File: config.mk
export PLATFORM = sky130hd
export DESIGN_NAME = pipe_controller
export DESIGN_NICKNAME = d
export VERILOG_FILES = /design/src/rtl/pipe_controller.sv
export SDC_FILE = /design/constraint.sdc
export NUM_CORES = 1
export LEC_CHECK = 0
export ABC_AREA = 1
export BUFFER_PORTS_ARGS = -buffer_cell sky130_fd_sc_hd__buf_4
export CAP_MARGIN = 25
export CORE_ASPECT_RATIO = 1.1
export CORE_UTILIZATION = 44
export CTS_CLUSTER_SIZE = 25
export DETAILED_ROUTE_END_ITERATION = 8
export GPL_TIMING_DRIVEN = 0
export PLACE_DENSITY = 0.85
export SLEW_MARGIN = 20
export SYNTH_ARGS = -nofsm -noshare
export SYNTH_HDL_FRONTEND = slang
export SYNTH_SLANG_ARGS = --single-unit
File: constraint.sdc
create_clock -name clk -period 1.9 [get_ports clk]
set_input_delay 0 -clock clk [delete_from_list [all_inputs] [get_ports clk]]
set_output_delay 0 -clock clk [all_outputs]
set_load 0.005 [all_outputs]
File: src/rtl/pipe_controller.sv
// -----------------------------------------------------------------------------
// pipe_controller
//
// Control unit for the 5-stage MIPS pipeline. It decodes the instruction in ID
// and carries its control bundle through the ID/EX, EX/MEM and MEM/WB
// registers. It also detects load-use hazards, redirects J in ID, and resolves
// BEQ/BNE in EX or MEM, squashing younger instructions when a branch is taken.
//
// Parameters
//   PC_W           PC width (at least 28)
//   BRANCH_IN_MEM  0: BEQ/BNE resolved in EX, 1: resolved in MEM
//   HAZARD_EN      1: load-use detection active, 0: stall_o tied low
//
// Ports
//   clk, rst         clock, synchronous active-high reset
//   id_valid_i       ID holds a real instruction
//   id_inst_i        instruction in ID
//   id_pc4_i         PC+4 of the ID instruction
//   br_zero_i        ALU zero flag of the instruction in the resolve stage
//   stall_o          hold PC and IF/ID (combinational)
//   flush_ifid_o     turn IF/ID into a bubble (combinational)
//   redirect_o       load PC from redirect_pc_o (combinational)
//   redirect_pc_o    jump target
//   branch_taken_o   taken branch in the resolve stage (combinational)
//   ex_ctrl_o        {RegDst, ALUsrc, ALUop[4:0]} of EX
//   mem_ctrl_o       {BNE, BEQ, MemRead, MemWrite} of MEM
//   wb_ctrl_o        {RegWrite, MemToReg} of WB
//   *_valid_o        stage valid flags
//   *_dst_o          destination register per stage
// -----------------------------------------------------------------------------
module pipe_controller #(
    parameter int PC_W          = 32,
    parameter bit BRANCH_IN_MEM = 1'b0,
    parameter bit HAZARD_EN     = 1'b1
) (
    input  logic            clk,
    input  logic            rst,
    input  logic            id_valid_i,
    input  logic [31:0]     id_inst_i,
    input  logic [PC_W-1:0] id_pc4_i,
    input  logic            br_zero_i,
    output logic            stall_o,
    output logic            flush_ifid_o,
    output logic            redirect_o,
    output logic [PC_W-1:0] redirect_pc_o,
    output logic            branch_taken_o,
    output logic [6:0]      ex_ctrl_o,
    output logic [3:0]      mem_ctrl_o,
    output logic [1:0]      wb_ctrl_o,
    output logic            ex_valid_o,
    output logic            mem_valid_o,
    output logic            wb_valid_o,
    output logic [4:0]      ex_dst_o,
    output logic [4:0]      mem_dst_o,
    output logic [4:0]      wb_dst_o
);

    localparam logic [5:0] OP_RTYPE = 6'b000000;
    localparam logic [5:0] OP_LW    = 6'b100011;
    localparam logic [5:0] OP_SW    = 6'b101011;
    localparam logic [5:0] OP_BEQ   = 6'b000100;
    localparam logic [5:0] OP_BNE   = 6'b000101;
    localparam logic [5:0] OP_J     = 6'b000010;

    localparam logic [5:0] FN_ADD = 6'b100000;
    localparam logic [5:0] FN_SUB = 6'b100010;
    localparam logic [5:0] FN_AND = 6'b100100;
    localparam logic [5:0] FN_SLT = 6'b101010;
    localparam logic [5:0] FN_OR  = 6'b100101;

    localparam logic [4:0] ALU_ADD  = 5'b00001;
    localparam logic [4:0] ALU_SUB  = 5'b00010;
    localparam logic [4:0] ALU_AND  = 5'b00100;
    localparam logic [4:0] ALU_SLT  = 5'b01000;
    localparam logic [4:0] ALU_OR   = 5'b10000;
    localparam logic [4:0] ALU_NONE = 5'b11111;

    // mem field layout: {BNE, BEQ, MemRead, MemWrite}
    typedef struct packed {
        logic       valid;
        logic [6:0] ex;
        logic [3:0] mem;
        logic [1:0] wb;
        logic [4:0] dst;
    } idex_t;

    typedef struct packed {
        logic       valid;
        logic [3:0] mem;
        logic [1:0] wb;
        logic [4:0] dst;
    } exmem_t;

    typedef struct packed {
        logic       valid;
        logic [1:0] wb;
        logic [4:0] dst;
    } memwb_t;

    localparam idex_t  IDEX_BUBBLE  = {1'b0, 2'b00, ALU_NONE, 4'b0000, 2'b00, 5'd0};
    localparam exmem_t EXMEM_BUBBLE = {1'b0, 4'b0000, 2'b00, 5'd0};
    localparam memwb_t MEMWB_BUBBLE = {1'b0, 2'b00, 5'd0};

    idex_t  idex_q,  idex_d;
    exmem_t exmem_q, exmem_d;
    memwb_t memwb_q, memwb_d;

    // ------------------------------------------------------------------
    // Decode of the ID instruction
    // ------------------------------------------------------------------
    logic [5:0] id_op;
    logic [5:0] id_funct;
    logic [4:0] id_rs;
    logic [4:0] id_rt;
    logic [4:0] id_rd;

    assign id_op    = id_inst_i[31:26];
    assign id_funct = id_inst_i[5:0];
    assign id_rs    = id_inst_i[25:21];
    assign id_rt    = id_inst_i[20:16];
    assign id_rd    = id_inst_i[15:11];

    logic       dec_reg_dst;
    logic       dec_alu_src;
    logic [4:0] dec_alu_op;
    logic       dec_bne;
    logic       dec_beq;
    logic       dec_mem_read;
    logic       dec_mem_write;
    logic       dec_reg_write;
    logic       dec_mem_to_reg;
    logic       dec_reads_rs;
    logic       dec_reads_rt;
    logic       dec_is_j;
    logic [4:0] dec_dst;

    always_comb begin
        dec_reg_dst    = 1'b0;
        dec_alu_src    = 1'b0;
        dec_alu_op     = ALU_NONE;
        dec_bne        = 1'b0;
        dec_beq        = 1'b0;
        dec_mem_read   = 1'b0;
        dec_mem_write  = 1'b0;
        dec_reg_write  = 1'b0;
        dec_mem_to_reg = 1'b0;
        dec_reads_rs   = 1'b0;
        dec_reads_rt   = 1'b0;
        dec_is_j       = 1'b0;

        case (id_op)
            OP_RTYPE: begin
                dec_reg_dst  = 1'b1;
                dec_reads_rs = 1'b1;
                dec_reads_rt = 1'b1;
                dec_reg_write = 1'b1;
                case (id_funct)
                    FN_ADD:  dec_alu_op = ALU_ADD;
                    FN_SUB:  dec_alu_op = ALU_SUB;
                    FN_AND:  dec_alu_op = ALU_AND;
                    FN_SLT:  dec_alu_op = ALU_SLT;
                    FN_OR:   dec_alu_op = ALU_OR;
                    default: begin
                        // Unsupported funct: keep the ALU idle and never write.
                        dec_alu_op    = ALU_NONE;
                        dec_reg_write = 1'b0;
                    end
                endcase
            end
            OP_LW: begin
                dec_alu_src    = 1'b1;
                dec_alu_op     = ALU_ADD;
                dec_mem_read   = 1'b1;
                dec_mem_to_reg = 1'b1;
                dec_reg_write  = 1'b1;
                dec_reads_rs   = 1'b1;
            end
            OP_SW: begin
                dec_alu_src   = 1'b1;
                dec_alu_op    = ALU_ADD;
                dec_mem_write = 1'b1;
                dec_reads_rs  = 1'b1;
                dec_reads_rt  = 1'b1;
            end
            OP_BEQ: begin
                dec_alu_op   = ALU_SUB;
                dec_beq      = 1'b1;
                dec_reads_rs = 1'b1;
                dec_reads_rt = 1'b1;
            end
            OP_BNE: begin
                dec_alu_op   = ALU_SUB;
                dec_bne      = 1'b1;
                dec_reads_rs = 1'b1;
                dec_reads_rt = 1'b1;
            end
            OP_J: begin
                dec_alu_op = 5'b00000;
                dec_is_j   = 1'b1;
            end
            default: begin
            end
        endcase

        // A non-writing instruction reports register 0 so it can never
        // alias with a real dependency.
        if (!dec_reg_write) begin
            dec_dst = 5'd0;
        end else if (dec_reg_dst) begin
            dec_dst = id_rd;
        end else begin
            dec_dst = id_rt;
        end
    end

    // ------------------------------------------------------------------
    // Branch resolution
    // ------------------------------------------------------------------
    logic res_valid;
    logic res_beq;
    logic res_bne;

    generate
        if (BRANCH_IN_MEM) begin : g_res_mem
            assign res_valid = exmem_q.valid;
            assign res_beq   = exmem_q.mem[2];
            assign res_bne   = exmem_q.mem[3];
        end else begin : g_res_ex
            assign res_valid = idex_q.valid;
            assign res_beq   = idex_q.mem[2];
            assign res_bne   = idex_q.mem[3];
        end
    endgenerate

    assign branch_taken_o = res_valid & ((res_beq & br_zero_i) | (res_bne & ~br_zero_i));

    // ------------------------------------------------------------------
    // Load-use hazard. ex_dst_o of a load is its rt, so matching against it
    // catches a consumer that sits directly behind the load.
    // ------------------------------------------------------------------
    logic load_use;

    generate
        if (HAZARD_EN) begin : g_hazard
            assign load_use = id_valid_i & idex_q.valid & idex_q.mem[1]
                            & (idex_q.dst != 5'd0)
                            & ((dec_reads_rs & (id_rs == idex_q.dst))
                             | (dec_reads_rt & (id_rt == idex_q.dst)));
        end else begin : g_no_hazard
            logic unused_hazard;
            assign unused_hazard = dec_reads_rs ^ dec_reads_rt ^ (^id_rs) ^ (^id_rt);
            assign load_use      = 1'b0;
        end
    endgenerate

    // A taken branch squashes the ID instruction anyway, so it overrides
    // both the stall and the jump.
    assign stall_o      = load_use & ~branch_taken_o;
    assign redirect_o   = id_valid_i & dec_is_j & ~stall_o & ~branch_taken_o;
    assign flush_ifid_o = branch_taken_o | redirect_o;

    generate
        if (PC_W > 28) begin : g_pc_hi
            logic unused_pc4;
            assign unused_pc4    = ^id_pc4_i[27:0];
            assign redirect_pc_o = {id_pc4_i[PC_W-1:28], id_inst_i[25:0], 2'b00};
        end else begin : g_pc_narrow
            logic unused_pc4;
            assign unused_pc4    = ^id_pc4_i;
            assign redirect_pc_o = {id_inst_i[25:0], 2'b00};
        end
    endgenerate

    // ------------------------------------------------------------------
    // Pipeline advance
    // ------------------------------------------------------------------
    always_comb begin
        // A jump completes in ID by redirecting the PC, so it never occupies
        // a later stage and enters ID/EX as a bubble.
        if (stall_o || branch_taken_o || !id_valid_i || dec_is_j) begin
            idex_d = IDEX_BUBBLE;
        end else begin
            idex_d.valid = 1'b1;
            idex_d.ex    = {dec_reg_dst, dec_alu_src, dec_alu_op};
            idex_d.mem   = {dec_bne, dec_beq, dec_mem_read, dec_mem_write};
            idex_d.wb    = {dec_reg_write, dec_mem_to_reg};
            idex_d.dst   = dec_dst;
        end

        // With late resolution the instruction in EX is also on the wrong path.
        if (BRANCH_IN_MEM && branch_taken_o) begin
            exmem_d = EXMEM_BUBBLE;
        end else begin
            exmem_d.valid = idex_q.valid;
            exmem_d.mem   = idex_q.mem;
            exmem_d.wb    = idex_q.wb;
            exmem_d.dst   = idex_q.dst;
        end

        memwb_d.valid = exmem_q.valid;
        memwb_d.wb    = exmem_q.wb;
        memwb_d.dst   = exmem_q.dst;
    end

    always_ff @(posedge clk) begin
        if (rst) begin
            idex_q  <= IDEX_BUBBLE;
            exmem_q <= EXMEM_BUBBLE;
            memwb_q <= MEMWB_BUBBLE;
        end else begin
            idex_q  <= idex_d;
            exmem_q <= exmem_d;
            memwb_q <= memwb_d;
        end
    end

    assign ex_ctrl_o   = idex_q.ex;
    assign ex_valid_o  = idex_q.valid;
    assign ex_dst_o    = idex_q.dst;
    assign mem_ctrl_o  = exmem_q.mem;
    assign mem_valid_o = exmem_q.valid;
    assign mem_dst_o   = exmem_q.dst;
    assign wb_ctrl_o   = memwb_q.wb;
    assign wb_valid_o  = memwb_q.valid;
    assign wb_dst_o    = memwb_q.dst;

endmodule
Yosys cells after proc, flatten, opt, wreduce, memory -nomap -nowiden
Index checks and enable logic that the tools add are counted.
{ "classes": {"n_bitwise": 20, "order_cmp": 0, "div": 0, "n_mul": 0, "n_eq_ne": 12, "addsub": 0, "shift": 0, "reduce_logical": 13, "muxes": 16} }
{ "op_table": {"columns": ["cell", "count"], "rows": [
  ["$eq 6x6->1 const B", 7],
  ["$pmux 5 s5", 1],
  ["$pmux 5 s4", 1],
  ["$mux 19", 1],
  ["$and 1x1->1", 13],
  ["$eq 6x3->1 const B", 2],
  ["$eq 5x5->1", 2],
  ["$mux 1", 10],
  ["$mux 5", 2],
  ["$reduce_or 5->1", 2],
  ["$eq 6x2->1 const B", 1],
  ["$logic_not 6->1", 1],
  ["$reduce_or 2->1", 3],
  ["$reduce_bool 5->1", 1],
  ["$not 1->1", 4],
  ["$reduce_or 4->1", 1],
  ["$logic_or 1x1->1", 3],
  ["$or 1x1->1", 3],
  ["$reduce_or 3->1", 1],
  ["$pmux 1 s2", 1],
  ["$logic_not 1->1", 1]
]} }
{ "totals": {"in_bits": 68, "n_memories": 0, "register_bits": 39, "mem_bits_rw": 0, "elab_cells": 73, "rom_bits": 0, "out_inout_bits": 67, "latch_bits": 0} }

Logic depth before layout (Yosys ltp)
{ "depth": {"depth_word": 11, "ltp_mapped": 10, "mapped_depth_nobuf": 10} }

Worst setup path after synthesis
OpenSTA, ideal clock, no wires.
{ "synth_timing": {"path_type": "register -> register", "from": "reg idex_q, in the netlist exmem_d[10]", "to": "reg idex_q, in the netlist ex_dst_o[0]", "t_arrival_ns": 1.126, "synth_period_minus_slack_ns": 1.190, "slack_ns": 0.710, "stages_incl_launch_ff": 8, "cell_sequence": "dfxtp_1 nor2_1 nor2_1 nand2_2 nand2_1 nor3_4 nand3_4 nor2_2"} }
{ "synth_between": {"elab_chain_len": 9} }
{ "synth_lines": {"columns": ["element", "line_no", "rtl"], "rows": [
  ["from (decl)", "104", "idex_t idex_q, idex_d;"],
  ["from (signal assigned)", "311", "idex_q <= idex_d;"],
  ["$and 1x1->1 (*)", "235", "assign branch_taken_o = res_valid & ((res_beq & br_zero_i) | (res_bne & ~br_zero_i));"],
  ["$or 1x1->1 (*)", "235", null],
  ["$and 1x1->1 (*)", "235", null],
  ["$not 1->1", "258", "assign stall_o = load_use & ~branch_taken_o;"],
  ["$and 1x1->1", "258", null],
  ["$logic_or 1x1->1 (*) (3 in a row)", "280", "if (stall_o || branch_taken_o || !id_valid_i || dec_is_j) begin"],
  ["$reduce_or 3->1 (no line) (*)", null, null]
]} }
Mark *: on every way between the ends. The rest lies on a longest branch, timed or not.
A chain may end at the register's enable or synchronous reset.

Final worst setup path
{ "layout_timing": {"from": "reg idex_q, in the netlist ex_dst_o[3]", "to": "out stall_o"} }
{ "layout_between": {"elab_chain_len": 5, "word_cells_on_any_way": 9, "cone_classes": "eq/ne (2); bitwise (6); reduce/logical (1)"} }
{ "layout_lines": {"columns": ["element", "line_no", "rtl"], "rows": [
  ["$eq 5x5->1, on equally long branches", "247, 248", null],
  ["$and 1x1->1, on equally long branches", "247, 248", null],
  ["$or 1x1->1", "248", "| (dec_reads_rt & (id_rt == idex_q.dst)));"],
  ["$and 1x1->1 (*)", "247", "& ((dec_reads_rs & (id_rs == idex_q.dst))"],
  ["$and 1x1->1 (*)", "258", null],
  ["to (decl)", "42", "output logic stall_o,"]
]} }
Marked as above.

==> report_table.html <==
<table>
<tr><th>Metric</th><th>Value</th></tr>
<tr><th colspan="2">Run status</th></tr>
<tr><td>Status</td><td>complete, no violations</td></tr>
<tr><th colspan="2">Clock network</th></tr>
<tr><td>Clock latency on the worst-skew pair</td><td>roughly 0.29 ns</td></tr>
<tr><td>Total clock buffers created by CTS</td><td>5</td></tr>
<tr><td>TritonCTS clock tree</td><td>built</td></tr>
<tr><td>Clock slew at reported path FFs</td><td>roughly 0.07 ns</td></tr>
<tr><td>Hold buffer count at cts</td><td>0</td></tr>
<tr><td>CTS sink cnt</td><td>37</td></tr>
<tr><td>Library cell used as clock root buffer</td><td>clkbuf_8</td></tr>
<tr><td>Maximum count of clock buffers along a single path</td><td>2</td></tr>
<tr><td>Post-CTS setup buffer count</td><td>0</td></tr>
<tr><td>Count of instances resized after the clock tree is built</td><td>0</td></tr>
<tr><td>Number of H-tree levels</td><td>2</td></tr>
<tr><th colspan="2">STA</th></tr>
<tr><td>Number of setup violations in the final report</td><td>0</td></tr>
<tr><td>Share of the clock period used by the worst path</td><td>between 80% and 90%</td></tr>
<tr><td>Achievable frequency</td><td>approximately 650 MHz</td></tr>
<tr><td>Worst Hold Margin</td><td>~0.015 ns</td></tr>
<tr><td>Number of pins with negative max-slew slack in the final report</td><td>0</td></tr>
<tr><td>Worst Clk Skew</td><td>0.00663 ns</td></tr>
<tr><td>Final sum of negative setup slack</td><td>0 ns</td></tr>
<tr><td>Final Hold Violating Endpoints</td><td>0</td></tr>
<tr><td>Min Clock Period, post-route</td><td>about 1.5 ns</td></tr>
<tr><td>Unrepaired setup endpoints after global routing</td><td>false</td></tr>
<tr><th colspan="2">Global routing</th></tr>
<tr><td>Global Route Usage Sum</td><td>approximately 17%</td></tr>
<tr><td>Total congestion overflow</td><td>0</td></tr>
<tr><td>Maximum number of pins on one net before global-route repair</td><td>12</td></tr>
<tr><td>Vias in the first global route</td><td>roughly 1,600</td></tr>
<tr><td>Global-route wire length before repair</td><td>around 6200 um</td></tr>
<tr><td>Number of antenna violations at the first check in global routing</td><td>0</td></tr>
<tr><th colspan="2">Floorplan</th></tr>
<tr><td>Cell row count</td><td>24</td></tr>
<tr><td>Die Footprint</td><td>4660 um2</td></tr>
<tr><td>Starting density of the core</td><td>a little under half</td></tr>
<tr><td>Die outline width</td><td>roughly 65 um</td></tr>
<tr><td>Core Footprint</td><td>~4000 um2</td></tr>
<tr><td>IO Count</td><td>about 140</td></tr>
<tr><td>Overall die height</td><td>71.5 um</td></tr>
<tr><th colspan="2">Setup path</th></tr>
<tr><td>Startpoint type of the worst setup path</td><td>register</td></tr>
<tr><td>Worst Reg-to-Reg Cells</td><td>8</td></tr>
<tr><td>Worst path required time</td><td>roughly 1.9 ns</td></tr>
<tr><td>RR Startpoint</td><td>ex_dst_o[3]$_SDFF_PP0_</td></tr>
<tr><td>Internal reg-to-reg setup slack</td><td>approximately 0.57 ns</td></tr>
<tr><td>Critical path fanouts, max</td><td>5</td></tr>
<tr><td>Critical Setup Path Class</td><td>register to output pin</td></tr>
<tr><td>End of the worst register-to-register path</td><td>ex_dst_o[0]$_SDFF_PP0_</td></tr>
<tr><td>Critical path data arrival time</td><td>~1.5 ns</td></tr>
<tr><td>Capturing element type of the critical path</td><td>output pin</td></tr>
<tr><th colspan="2">Final layout</th></tr>
<tr><td>Fraction of layout cells with a size suffix above 1</td><td>48.0%</td></tr>
<tr><td>Cell Count, Final, Fillers Out</td><td>410</td></tr>
<tr><td>Area overhead of the layout relative to synthesis</td><td>44.7%</td></tr>
<tr><td>Most frequent standard cell in the layout excluding fill and tap cells</td><td>buf_4</td></tr>
<tr><td>Total inserted antenna cells</td><td>0</td></tr>
<tr><td>Most used cells in the layout excluding fill and tap cells</td><td>141 x buf_4, 43 x nor2_1, 37 x dfxtp_1</td></tr>
<tr><td>Fillers</td><td>about 390</td></tr>
<tr><td>Count of nets after finishing</td><td>425</td></tr>
<tr><th colspan="2">Power</th></tr>
<tr><td>Net Sw Frac</td><td>about a quarter</td></tr>
<tr><td>Switching power total</td><td>372 uW</td></tr>
<tr><td>Power Density</td><td>between 500 and 600 nW/um2</td></tr>
<tr><td>Seq pwr share</td><td>about half</td></tr>
<tr><td>Portion of total power attributed to combinational logic</td><td>16.8%</td></tr>
<tr><td>Int Power</td><td>between 1 and 1.5 mW</td></tr>
<tr><td>Maximum vdd drop</td><td>around 0.00041 V</td></tr>
<tr><td>Clock power share</td><td>33.0%</td></tr>
<tr><td>Static leakage power</td><td>1.51 nW</td></tr>
<tr><td>Total design power</td><td>about 1.6 mW</td></tr>
<tr><th colspan="2">Min path</th></tr>
<tr><td>End of the worst hold path</td><td>exmem_d[9]$_SDFF_PP0_</td></tr>
<tr><td>WHS Path Cells</td><td>4</td></tr>
<tr><td>Kind of path behind the tightest hold check</td><td>input port to register</td></tr>
<tr><td>Critical hold path startpoint</td><td>id_inst_i[27]</td></tr>
<tr><th colspan="2">Place</th></tr>
<tr><td>Placer congestion estimate</td><td>0.780</td></tr>
<tr><td>IO Port Bufs</td><td>95</td></tr>
<tr><td># placed instances</td><td>402</td></tr>
<tr><td>Sum of net half-perimeters after detailed placement</td><td>between 3000 and 4000 um</td></tr>
<tr><th colspan="2">Yosys</th></tr>
<tr><td>Average cell area after synthesis</td><td>~7.6 um2</td></tr>
<tr><td>Cell count after synthesis</td><td>between 200 and 300</td></tr>
<tr><td>Post-Synthesis Cell Area</td><td>around 1900 um2</td></tr>
<tr><td>Dominant combinational cell family by area after synthesis</td><td>simple AND/OR/NAND/NOR gates</td></tr>
<tr><td>Share of synthesized area spent on multiplexers</td><td>0%</td></tr>
<tr><td>Synth warn</td><td>0</td></tr>
<tr><td>Post-synthesis simple-gate area fraction</td><td>between 20% and 30%</td></tr>
<tr><td>Share of the synthesized area in compound gates (AO/OA/AOI/OAI)</td><td>under 10%</td></tr>
<tr><td>Distinct cells, synth</td><td>26</td></tr>
<tr><td>Post-synthesis sequential area ratio</td><td>a little under two fifths</td></tr>
<tr><td>Adder and majority cell fraction of the synthesized area</td><td>0%</td></tr>
<tr><td>Register bit count reported by yosys</td><td>37</td></tr>
<tr><td>Post-synthesis share of cell area spent on xor and xnor gates</td><td>between 4 and 5%</td></tr>
<tr><th colspan="2">Detailed routing</th></tr>
<tr><td>Initial DRC count</td><td>between 90 and 100</td></tr>
<tr><td>Drc violations</td><td>0</td></tr>
<tr><td>Total via count after detailed routing</td><td>between 1,500 and 2,000</td></tr>
<tr><td>Wire length per cell after detailed routing</td><td>around 9.5 um</td></tr>
<tr><td>Number of search-and-repair iterations in the first detailed-routing pass</td><td>4</td></tr>
<tr><td>Total routed wirelength</td><td>just under 4000 um</td></tr>
<tr><td>Residual antenna-violating net count after detailed routing</td><td>0</td></tr>
<tr><td>Vias per std cell</td><td>4.21</td></tr>
<tr><th colspan="2">Job</th></tr>
<tr><td>Number of maximum-capacitance constraint violations</td><td>0</td></tr>
</table>
==> power by group through the flow <==
stage | logic [mW] | registers (mW) | clock network (mW)
floorplan | 0.127 | 0.801 | 0
global placement | 0.258 | 0.801 | 0
detailed placement | 0.265 | 0.802 | 0
CTS | 0.266 | 0.784 | 0.534
global route | 0.288 | 0.784 | 0.560
finish | 0.263 | 0.784 | 0.516
==> metal layers <==
| layer | GRT usage, % | share of wire, % |
|---|---|---|
| met5 | 0 | 0 |
| met4 | 8.45 | 0.74 |
| met3 | 4.62 | 6.8 |
| met2 | 31.0 | 53 |
| met1 | 17.8 | 39 |
==> worst max path at each step <==
stage | startpoint | to | slack [ns] | cells past startpoint
after floorplan | exmem_d[10]$_SDFF_PP0_ | ex_dst_o[0]$_SDFF_PP0_ | 0.71 | 7
after global placement | ex_dst_o[4]$_SDFF_PP0_ | ex_dst_o[2]$_SDFF_PP0_ | 0.59 | 8
after detailed placement | ex_dst_o[4]$_SDFF_PP0_ | ex_dst_o[0]$_SDFF_PP0_ | 0.57 | 8
after CTS | ex_dst_o[4]$_SDFF_PP0_ | stall_o | 0.35 | 8
after global routing | ex_dst_o[4]$_SDFF_PP0_ | stall_o | 0.22 | 8
final | ex_dst_o[3]$_SDFF_PP0_ | stall_o | 0.37 | 8
==> state kept, by name, indices dropped and copies added, names as in the netlist, 2 cells and up <==
signal,count
mem_dst_o,5
exmem_d,5
wb_dst_o,5
ex_dst_o,5
wb_ctrl_o,2
mem_ctrl_o,4
ex_ctrl_o,7
==> cells in the mapped netlist <==
cell,n,area share [%]
inv_1,35,6.8
nand2_2,3,0.97
a21oi_1,4,1.0
xnor2_1,3,1.4
nor3_2,1,0.52
o21ai_0,3,0.78
clkbuf_1,2,0.39
conb_1,1,0.19
nand3_4,2,1.8
nor3_1,1,0.26
nor2_1,43,8.3
dfxtp_1,37,38
nor3_4,1,0.84
nor2_2,8,2.6
buf_4,46,18
inv_2,3,0.58
nand3_2,2,1.0
nand3_1,12,3.1
nand2_4,1,0.58
nor2_4,1,0.58
nand2_8,1,1.0
nand2_1,32,6.2
nand4_1,3,0.97
or2_1,1,0.32
xor2_1,7,3.2
inv_4,1,0.32
==> cell type report <==
cell class,instances,area (um2),area share (%)
Buffer,48,353,12.6
Sequential cell,37,741,26.5
Tap cell,52,65.1,2.33
Multi-Input combinational cell,131,694,24.8
Clock buffer,6,72.6,2.59
Timing Repair Buffer,95,713,25.5
Clock inverter,2,10.0,0.358
Inverter,39,149,5.32
==> logic make-up after synthesis <==
| group | after synthesis |
|---|---|
| simple gates | 112 |
| buf+inv | 87 |
| flops | 37 |
| xor+xnor | 10 |
| compound gates | 7 |
| other cells | 1 |
==> critical path: stages (launching register included) <==
cell and delay, ns:
dfxtp_1 0.46, xnor2_1 0.15, nand2_1 0.07, nor2_1 0.09, nand3_1 0.08, nand2_1 0.11
nand2_4 0.10, nor2_1 0.09, buf_4 0.11
==> per-stage QoR <==
step                area [um2]  setup WS (ns)  utilization, %
CTS                       2800          0.345            68.5
finish                    2800          0.368            68.5
detailed placement        2720          0.572            66.5
floorplan                 1940          0.710               -
global route              2800          0.221            68.5
global placement          2720          0.594            66.5
No activity file was read; power rests on OpenSTA's default activity.
